--- src/rtl/code_sender.sv ---
// Serial unlock-code transmitter: shifts a latched code MSB-first onto req_out,
// waits for the lock's grant and retries after a forced-zero gap on timeout.
module code_sender #(
    parameter int unsigned          CODE_LEN     = 7,
    parameter logic [CODE_LEN-1:0]  DEFAULT_CODE = 7'b1101011,
    parameter int unsigned          ACK_TIMEOUT  = 4,
    parameter int unsigned          GAP_CYCLES   = 2,
    parameter int unsigned          MAX_RETRY    = 2
) (
    input  logic                clock,
    input  logic                reset,
    input  logic                start,
    input  logic                use_default,
    input  logic [CODE_LEN-1:0] code_in,
    input  logic                gnt_in,
    output logic                req_out,
    output logic                busy,
    output logic                done,
    output logic                fail
);

    localparam int unsigned BIT_W    = $clog2(CODE_LEN + 1);
    localparam int unsigned WAIT_MAX = (ACK_TIMEOUT > GAP_CYCLES) ? ACK_TIMEOUT : GAP_CYCLES;
    localparam int unsigned WAIT_W   = $clog2(WAIT_MAX + 1);
    localparam int unsigned RETRY_W  = (MAX_RETRY > 0) ? $clog2(MAX_RETRY + 1) : 1;

    typedef enum logic [1:0] {
        IDLE,
        SEND,
        WAIT_ACK,
        GAP
    } state_e;

    state_e               state_q, state_d;
    logic [CODE_LEN-1:0]  shift_q, shift_d;
    logic [BIT_W-1:0]     bit_cnt_q, bit_cnt_d;
    logic [WAIT_W-1:0]    wait_cnt_q, wait_cnt_d;
    logic [RETRY_W-1:0]   retry_cnt_q, retry_cnt_d;
    logic                 req_out_q, req_out_d;
    logic                 busy_q, busy_d;
    logic                 done_q, done_d;
    logic                 fail_q, fail_d;

    // The code rotates rather than shifts, so after CODE_LEN bits it is back
    // in its original position and a retry can resend it unchanged.
    always_comb begin
        // NOTE: every signal gets a default before the case so no path leaves one unassigned, which would infer a latch.
        state_d     = state_q;
        shift_d     = shift_q;
        bit_cnt_d   = bit_cnt_q;
        wait_cnt_d  = wait_cnt_q;
        retry_cnt_d = retry_cnt_q;
        req_out_d   = 1'b0;
        busy_d      = busy_q;
        done_d      = 1'b0;
        fail_d      = 1'b0;

        unique case (state_q)
            IDLE: begin
                if (start) begin
                    shift_d     = use_default ? DEFAULT_CODE : code_in;
                    retry_cnt_d = '0;
                    bit_cnt_d   = '0;
                    busy_d      = 1'b1;
                    state_d     = SEND;
                end
            end
            SEND: begin
                if (bit_cnt_q == BIT_W'(CODE_LEN)) begin
                    wait_cnt_d = '0;
                    state_d    = WAIT_ACK;
                end else begin
                    req_out_d = shift_q[CODE_LEN-1];
                    shift_d   = {shift_q[CODE_LEN-2:0], shift_q[CODE_LEN-1]};
                    bit_cnt_d = bit_cnt_q + BIT_W'(1);
                end
            end
            WAIT_ACK: begin
                if (gnt_in) begin
                    done_d  = 1'b1;
                    busy_d  = 1'b0;
                    state_d = IDLE;
                end else if (wait_cnt_q == WAIT_W'(ACK_TIMEOUT - 1)) begin
                    wait_cnt_d = '0;
                    if (retry_cnt_q < RETRY_W'(MAX_RETRY)) begin
                        retry_cnt_d = retry_cnt_q + RETRY_W'(1);
                        state_d     = GAP;
                    end else begin
                        fail_d  = 1'b1;
                        busy_d  = 1'b0;
                        state_d = IDLE;
                    end
                end else begin
                    wait_cnt_d = wait_cnt_q + WAIT_W'(1);
                end
            end
            GAP: begin
                // Leaving GAP emits the MSB directly so the line is low for exactly GAP_CYCLES.
                if (wait_cnt_q == WAIT_W'(GAP_CYCLES - 1)) begin
                    req_out_d  = shift_q[CODE_LEN-1];
                    shift_d    = {shift_q[CODE_LEN-2:0], shift_q[CODE_LEN-1]};
                    bit_cnt_d  = BIT_W'(1);
                    wait_cnt_d = '0;
                    state_d    = SEND;
                end else begin
                    wait_cnt_d = wait_cnt_q + WAIT_W'(1);
                end
            end
            default: state_d = IDLE;
        endcase
    end

    // NOTE: sequential state uses non-blocking assignments so every flop samples pre-edge values.
    always_ff @(posedge clock) begin
        if (!reset) begin
            state_q     <= IDLE;
            bit_cnt_q   <= '0;
            wait_cnt_q  <= '0;
            retry_cnt_q <= '0;
            req_out_q   <= 1'b0;
            busy_q      <= 1'b0;
            done_q      <= 1'b0;
            fail_q      <= 1'b0;
        end else begin
            state_q     <= state_d;
            bit_cnt_q   <= bit_cnt_d;
            wait_cnt_q  <= wait_cnt_d;
            retry_cnt_q <= retry_cnt_d;
            req_out_q   <= req_out_d;
            busy_q      <= busy_d;
            done_q      <= done_d;
            fail_q      <= fail_d;
        end
    end

    // NOTE: the code register has no reset; it is always loaded on start before SEND reads it.
    always_ff @(posedge clock) begin
        shift_q <= shift_d;
    end

    assign req_out = req_out_q;
    assign busy    = busy_q;
    assign done    = done_q;
    assign fail    = fail_q;

endmodule

--- config.mk ---
export PLATFORM = sky130hd
export DESIGN_NAME = code_sender
export DESIGN_NICKNAME = d
export VERILOG_FILES = /design/src/rtl/code_sender.sv
export SDC_FILE = /design/constraint.sdc
export NUM_CORES = 1
export LEC_CHECK = 0
export CAP_MARGIN = 20
export CORE_MARGIN = 3
export CORE_UTILIZATION = 58
export CTS_CLUSTER_DIAMETER = 30
export DETAILED_ROUTE_END_ITERATION = 8
export GPL_TIMING_DRIVEN = 0
export HOLD_SLACK_MARGIN = 0.12
export MAX_ROUTING_LAYER = met4
export PLACE_DENSITY = 0.81
export SLEW_MARGIN = 25
export SYNTH_ARGS = -nofsm -noshare
export SYNTH_HDL_FRONTEND = slang
export SYNTH_SLANG_ARGS = --single-unit
--- constraint.sdc ---
create_clock -name clock -period 5.53 [get_ports clock]
set_clock_uncertainty 0.1 [all_clocks]
set_input_delay 1.3825 -clock clock [delete_from_list [all_inputs] [get_ports clock]]
set_output_delay 1.3825 -clock clock [all_outputs]
set_load 0.01 [all_outputs]
# Word-level counts from Yosys, hierarchy flattened
# Index checks and enable logic that the tools add are counted.
totals:
  register_bits: 21
  in_bits: 12
  output_inout_bits: 4
  word_cells: 78
classes:
  add_sub_neg: 3
  order_cmp: 1
  eq_ne: 15
  mux: 36
  n_bitwise: 3
  n_reduce_logical: 11
op_table:
  columns: ["cell", "n"]
  rows:
  - ["7-bit 2-to-1 mux", 4]
  - ["3-bit 2-to-1 mux", 7]
  - ["7-bit one-hot mux with 3 select lines", 1]
  - ["2-bit 2-to-1 mux", 10]
  - ["3-bit one-hot mux with 3 select lines", 2]
  - ["2-bit != test, second input constant", 7]
  - ["4-bit AND reduction", 3]
  - ["1-bit 2-to-1 mux", 8]
  - ["2-bit one-hot mux with 4 select lines", 1]
  - ["3-bit by 1-bit adder with 3-bit output, second input constant", 2]
  - ["3-bit != test, second input constant", 2]
  - ["3-bit nonzero test", 2]
  - ["5-bit AND reduction", 1]
  - ["2-bit == test, second input constant", 2]
  - ["1-bit one-hot mux with 2 select lines", 2]
  - ["2-bit one-hot mux with 2 select lines", 1]
  - ["4-bit OR reduction", 1]
  - ["3-bit by 1-bit == test with 1-bit output, second input constant", 1]
  - ["3-bit by 2-bit == test with 1-bit output, second input constant", 1]
  - ["3-bit == test, second input constant", 1]
  - ["1-bit inverter", 3]
  - ["3-bit AND reduction", 1]
  - ["2-bit by 1-bit adder with 2-bit output, second input constant", 1]
  - ["2-bit by 1-bit == test with 1-bit output, second input constant", 1]
  - ["4 further kinds", 4]

# Longest topological paths before layout
logic_depth:
  ltp_word: 5
  ltp_mapped: 6
  ltp_nobuf: 5

# Worst setup path after synthesis
# No wires, ideal clock.
synth_path:
  path_type: "input-to-reg"
  start: "input gnt_in"
  end: "register wait_cnt_q[1]"
  setup_ps: 96
  arrival_time_ps: 2132
  t_required_ps: 5334
  path_slack_ps: 3202
  cell_stages: 3
  path_buffers: 0
  path_cell_list: "and2_1 > or3_4 > o41ai_2"
synth_between:
  elab_chain_cells: 2
synth_lines:
  columns: ["element", "line_no", "text"]
  rows:
  - ["start: declaration", "15", "input logic gnt_in,"]
  - ["2-bit != test (no line)", null, null]
  - ["3-bit AND reduction (no line)", null, null]
  - ["end signal: assignment", "127", "wait_cnt_q <= wait_cnt_d;"]
  - ["end: declaration", "37", "logic [WAIT_W-1:0] wait_cnt_q, wait_cnt_d;"]
# No other way between the ends.
# A chain may end at the register's enable or synchronous reset.

# Worst setup path in the final report
layout_path:
  start: "register busy_q, in the netlist busy"
  end: "output busy"
layout_rtl:
  columns: ["element", "line_no", "text"]
  rows:
  - ["start: declaration", "40", "logic busy_q, busy_d;"]
  - ["start signal: assignment", "130", "busy_q <= busy_d;"]
  - ["end: declaration", "17", "output logic busy,"]
# No word-level cell between the ends.

==> results.json <==
{
  "slew_headroom": 0.602,
  "antenna_left": 0,
  "synthMuxAreaShare": 0.0710,
  "yosysWarnings": 0,
  "crit_arrival_ns": 1.18,
  "crit_type": "flop to output pin",
  "routed_wl_mm": 2.22,
  "yosysTopAreaCell": "dfxtp_1",
  "r2r_slack_ns": 3.38,
  "slowest_delay_ns": 0.54,
  "syn_nets": 147,
  "netlist_instances": 123,
  "start_util": 0.655,
  "grt_max_degree": 12,
  "hp-start": "bit_cnt_q[1]",
  "core_area_mm2": 0.00186,
  "fill_cells": 134,
  "post_cts_resized": 0,
  "reg2reg_to": "shift_q[3]",
  "final_area_mm2": 0.00141,
  "cp_top_family": "buffers and inverters",
  "chipHeight_um": 51.8,
  "clk_pin_slew_worst_paths_ns": 0.11,
  "finalWeightedCongestion": 0.829,
  "routed_via_density": 5.67,
  "clkSinkCount": 21,
  "io_pins": 16,
  "tns_ns": 0,
  "synth_top_family_by_area": "simple AND/OR/NAND/NOR gates",
  "hold_path_end": "bit_cnt_q[1]",
  "synth-simple-area-share": 0.202,
  "placed_area_mm2": 0.00139,
  "worstMarginPinSlew_ns": 0.595,
  "cp_slowest_cell": "clkdlybuf4s50_1",
  "synth_compound_area_frac": 0.163,
  "synth_cell_types": 38,
  "synth_xor_area_frac": 0,
  "status": "finished clean",
  "numCtsBuffers": 3,
  "ir_drop_mv": 0.299,
  "grt.total_usage": 0.196,
  "dieWidth_um": 51.8,
  "ys_seq_area_frac": 0.403,
  "path_depth": 1,
  "crit-reg2reg-launch": "state_q[1]",
  "rr_worst_depth": 4,
  "p_leak_uw": 0.000563,
  "die_area_mm2": 0.00268,
  "slew_viol_final": 0,
  "cp_max_fo": 2,
  "setup_viol": 0,
  "synth_edf_count": 7,
  "synth.area.top_cells": "dfxtp_1, edfxtp_1, ha_1",
  "syn_avg_cell_area_um2": 9.89,
  "first_iter_violations": 28,
  "period_minus_slack_ns": 2.66,
  "areaGrowthSynthToFinish_pct": 16.3,
  "worstSetupStartpointType": "flop",
  "drcViolationCount": 0,
  "synth_flop_cell": "dfxtp_1",
  "hold_buffers": 0,
  "hold_viol_final": 0,
  "antenna_cells": 0,
  "htree_levels": 1,
  "rows": 15,
  "io_buffers": 14,
  "cap_violations": 0,
  "fmax_ghz": 0.376,
  "critPathCaptureType": "output pin",
  "synth_seq_cells": 21,
  "antenna_found_initial": 0,
  "grt_pass1_wl_mm": 3.80,
  "dp_hpwl_mm": 1.69,
  "root_buffer": "clkbuf_4",
  "timing.hold.ws_ns": 0.370,
  "syn-cell-area_mm2": 0.00122,
  "required_ns": 4.05,
  "grt.overflow.total": 0,
  "ys_async_sr_fraction": 0,
  "yosysTopAreaCellShare": 0.230,
  "crit_chain": "clkdlybuf4s50_1",
  "power_density_mw_per_mm2": 378,
  "drive_above_1_share": 0.0851,
  "vias": 942,
  "path_buf_inv": 1,
  "mostFrequentLayoutCells": "nand2_1, dfxtp_1, clkdlybuf4s50_1",
  "cts_setup_buffers": 0,
  "firstDrtPassIters": 4,
  "hold_depth": 2,
  "clock_path_buffers": 2,
  "drt-wirelength-per-cell_um": 13.4,
  "tritoncts": "yes",
  "nets": 166,
  "crit_path_start": "busy",
  "synthAdderAreaFrac": 0.123,
  "grt_pass1_vias": 838,
  "fin_crit_sh": 0.481,
  "rsz0062_at_grt": "no",
  "insertion_delay_ns": 0.29,
  "final_common_cell": "nand2_1",
  "hp-class": "flop to flop"
}
==> state kept, by name, indices dropped and copies added, names as in the netlist <==
register,count
fail,1
done,1
retry_cnt_q,2
wait_cnt_q,3
busy,1
shift_q,7
state_q,2
bit_cnt_q,3
req_out,1
==> through the flow <==
step | cells | util | power (µW) | setup WS [ns]
2_1_floorplan | 123 | - | 405 | 3.20
3_3_place_gp | 162 | 0.747 | 452 | 2.61
5_1_grt | 166 | 0.761 | 571 | 2.81
3_5_place_dp | 162 | 0.747 | 464 | 2.59
4_1_cts | 166 | 0.761 | 538 | 2.85
6_report | 166 | 0.761 | 534 | 2.87
==> worst reg2reg max path, delay by kind of cell (launching register included) <==
family                     cells  cell delay [ns]
AOI/OAI and AO/OA              1             0.54
DFF                            1             0.42
muxes                          1             0.34
adders and majority gates      1             0.29
buffers and inverters          1             0.11
==> power breakdown <==
group | internal, µW | switching, µW
Combinational | 105 | 121
Sequential | 216 | 20.6
Clock | 28.0 | 44.1
Total | 348 | 186
==> cells in the mapped netlist (2+ instances only) <==
cell type	count
inv_1	9
ha_1	12
nor2b_1	2
nor3b_1	2
o311ai_1	2
clkbuf_1	2
a32o_1	2
o21ai_1	7
o21ai_0	2
nand3_1	3
nand2b_1	5
nand2_1	16
edfxtp_1	7
dfxtp_1	14
nor2_1	8
o31ai_1	2
nor4_1	2
mux2i_1	6
==> worst max-delay path by stage <==
| stage | endpoint | slack (ns) |
|---|---|---|
| after global placement | state_q[1] | 2.61 |
| final | busy | 2.87 |
| after CTS | busy | 2.85 |
| after global routing | busy | 2.81 |
| after detailed placement | shift_q[1] | 2.59 |
| after floorplan | wait_cnt_q[1] | 3.20 |
==> area by class of cell <==
| cell class | instances | area (µm²) | share of cell area |
|---|---|---|---|
| Clock buffer | 4 | 26.3 | 0.0186 |
| Buffer | 3 | 12.5 | 0.00885 |
| Tap cell | 25 | 31.3 | 0.0221 |
| Sequential cell | 21 | 490 | 0.347 |
| Inverter | 9 | 33.8 | 0.0239 |
| Multi-Input combinational cell | 90 | 679 | 0.481 |
| Timing Repair Buffer | 14 | 140 | 0.0991 |
==> routing by layer <==
metal	track usage	wire length (µm)
met5	-	0
met2	0.294	1030
met4	0.0655	21
met1	0.261	1110
met3	0.0430	54
==> cell families after synthesis <==
logic type      Yosys count
mux                       8
simple gates             46
buf+inv                  12
fa+ha+maj                12
compound gates           24
flops                    21
Note: power is estimated with default switching activity, not from simulation.
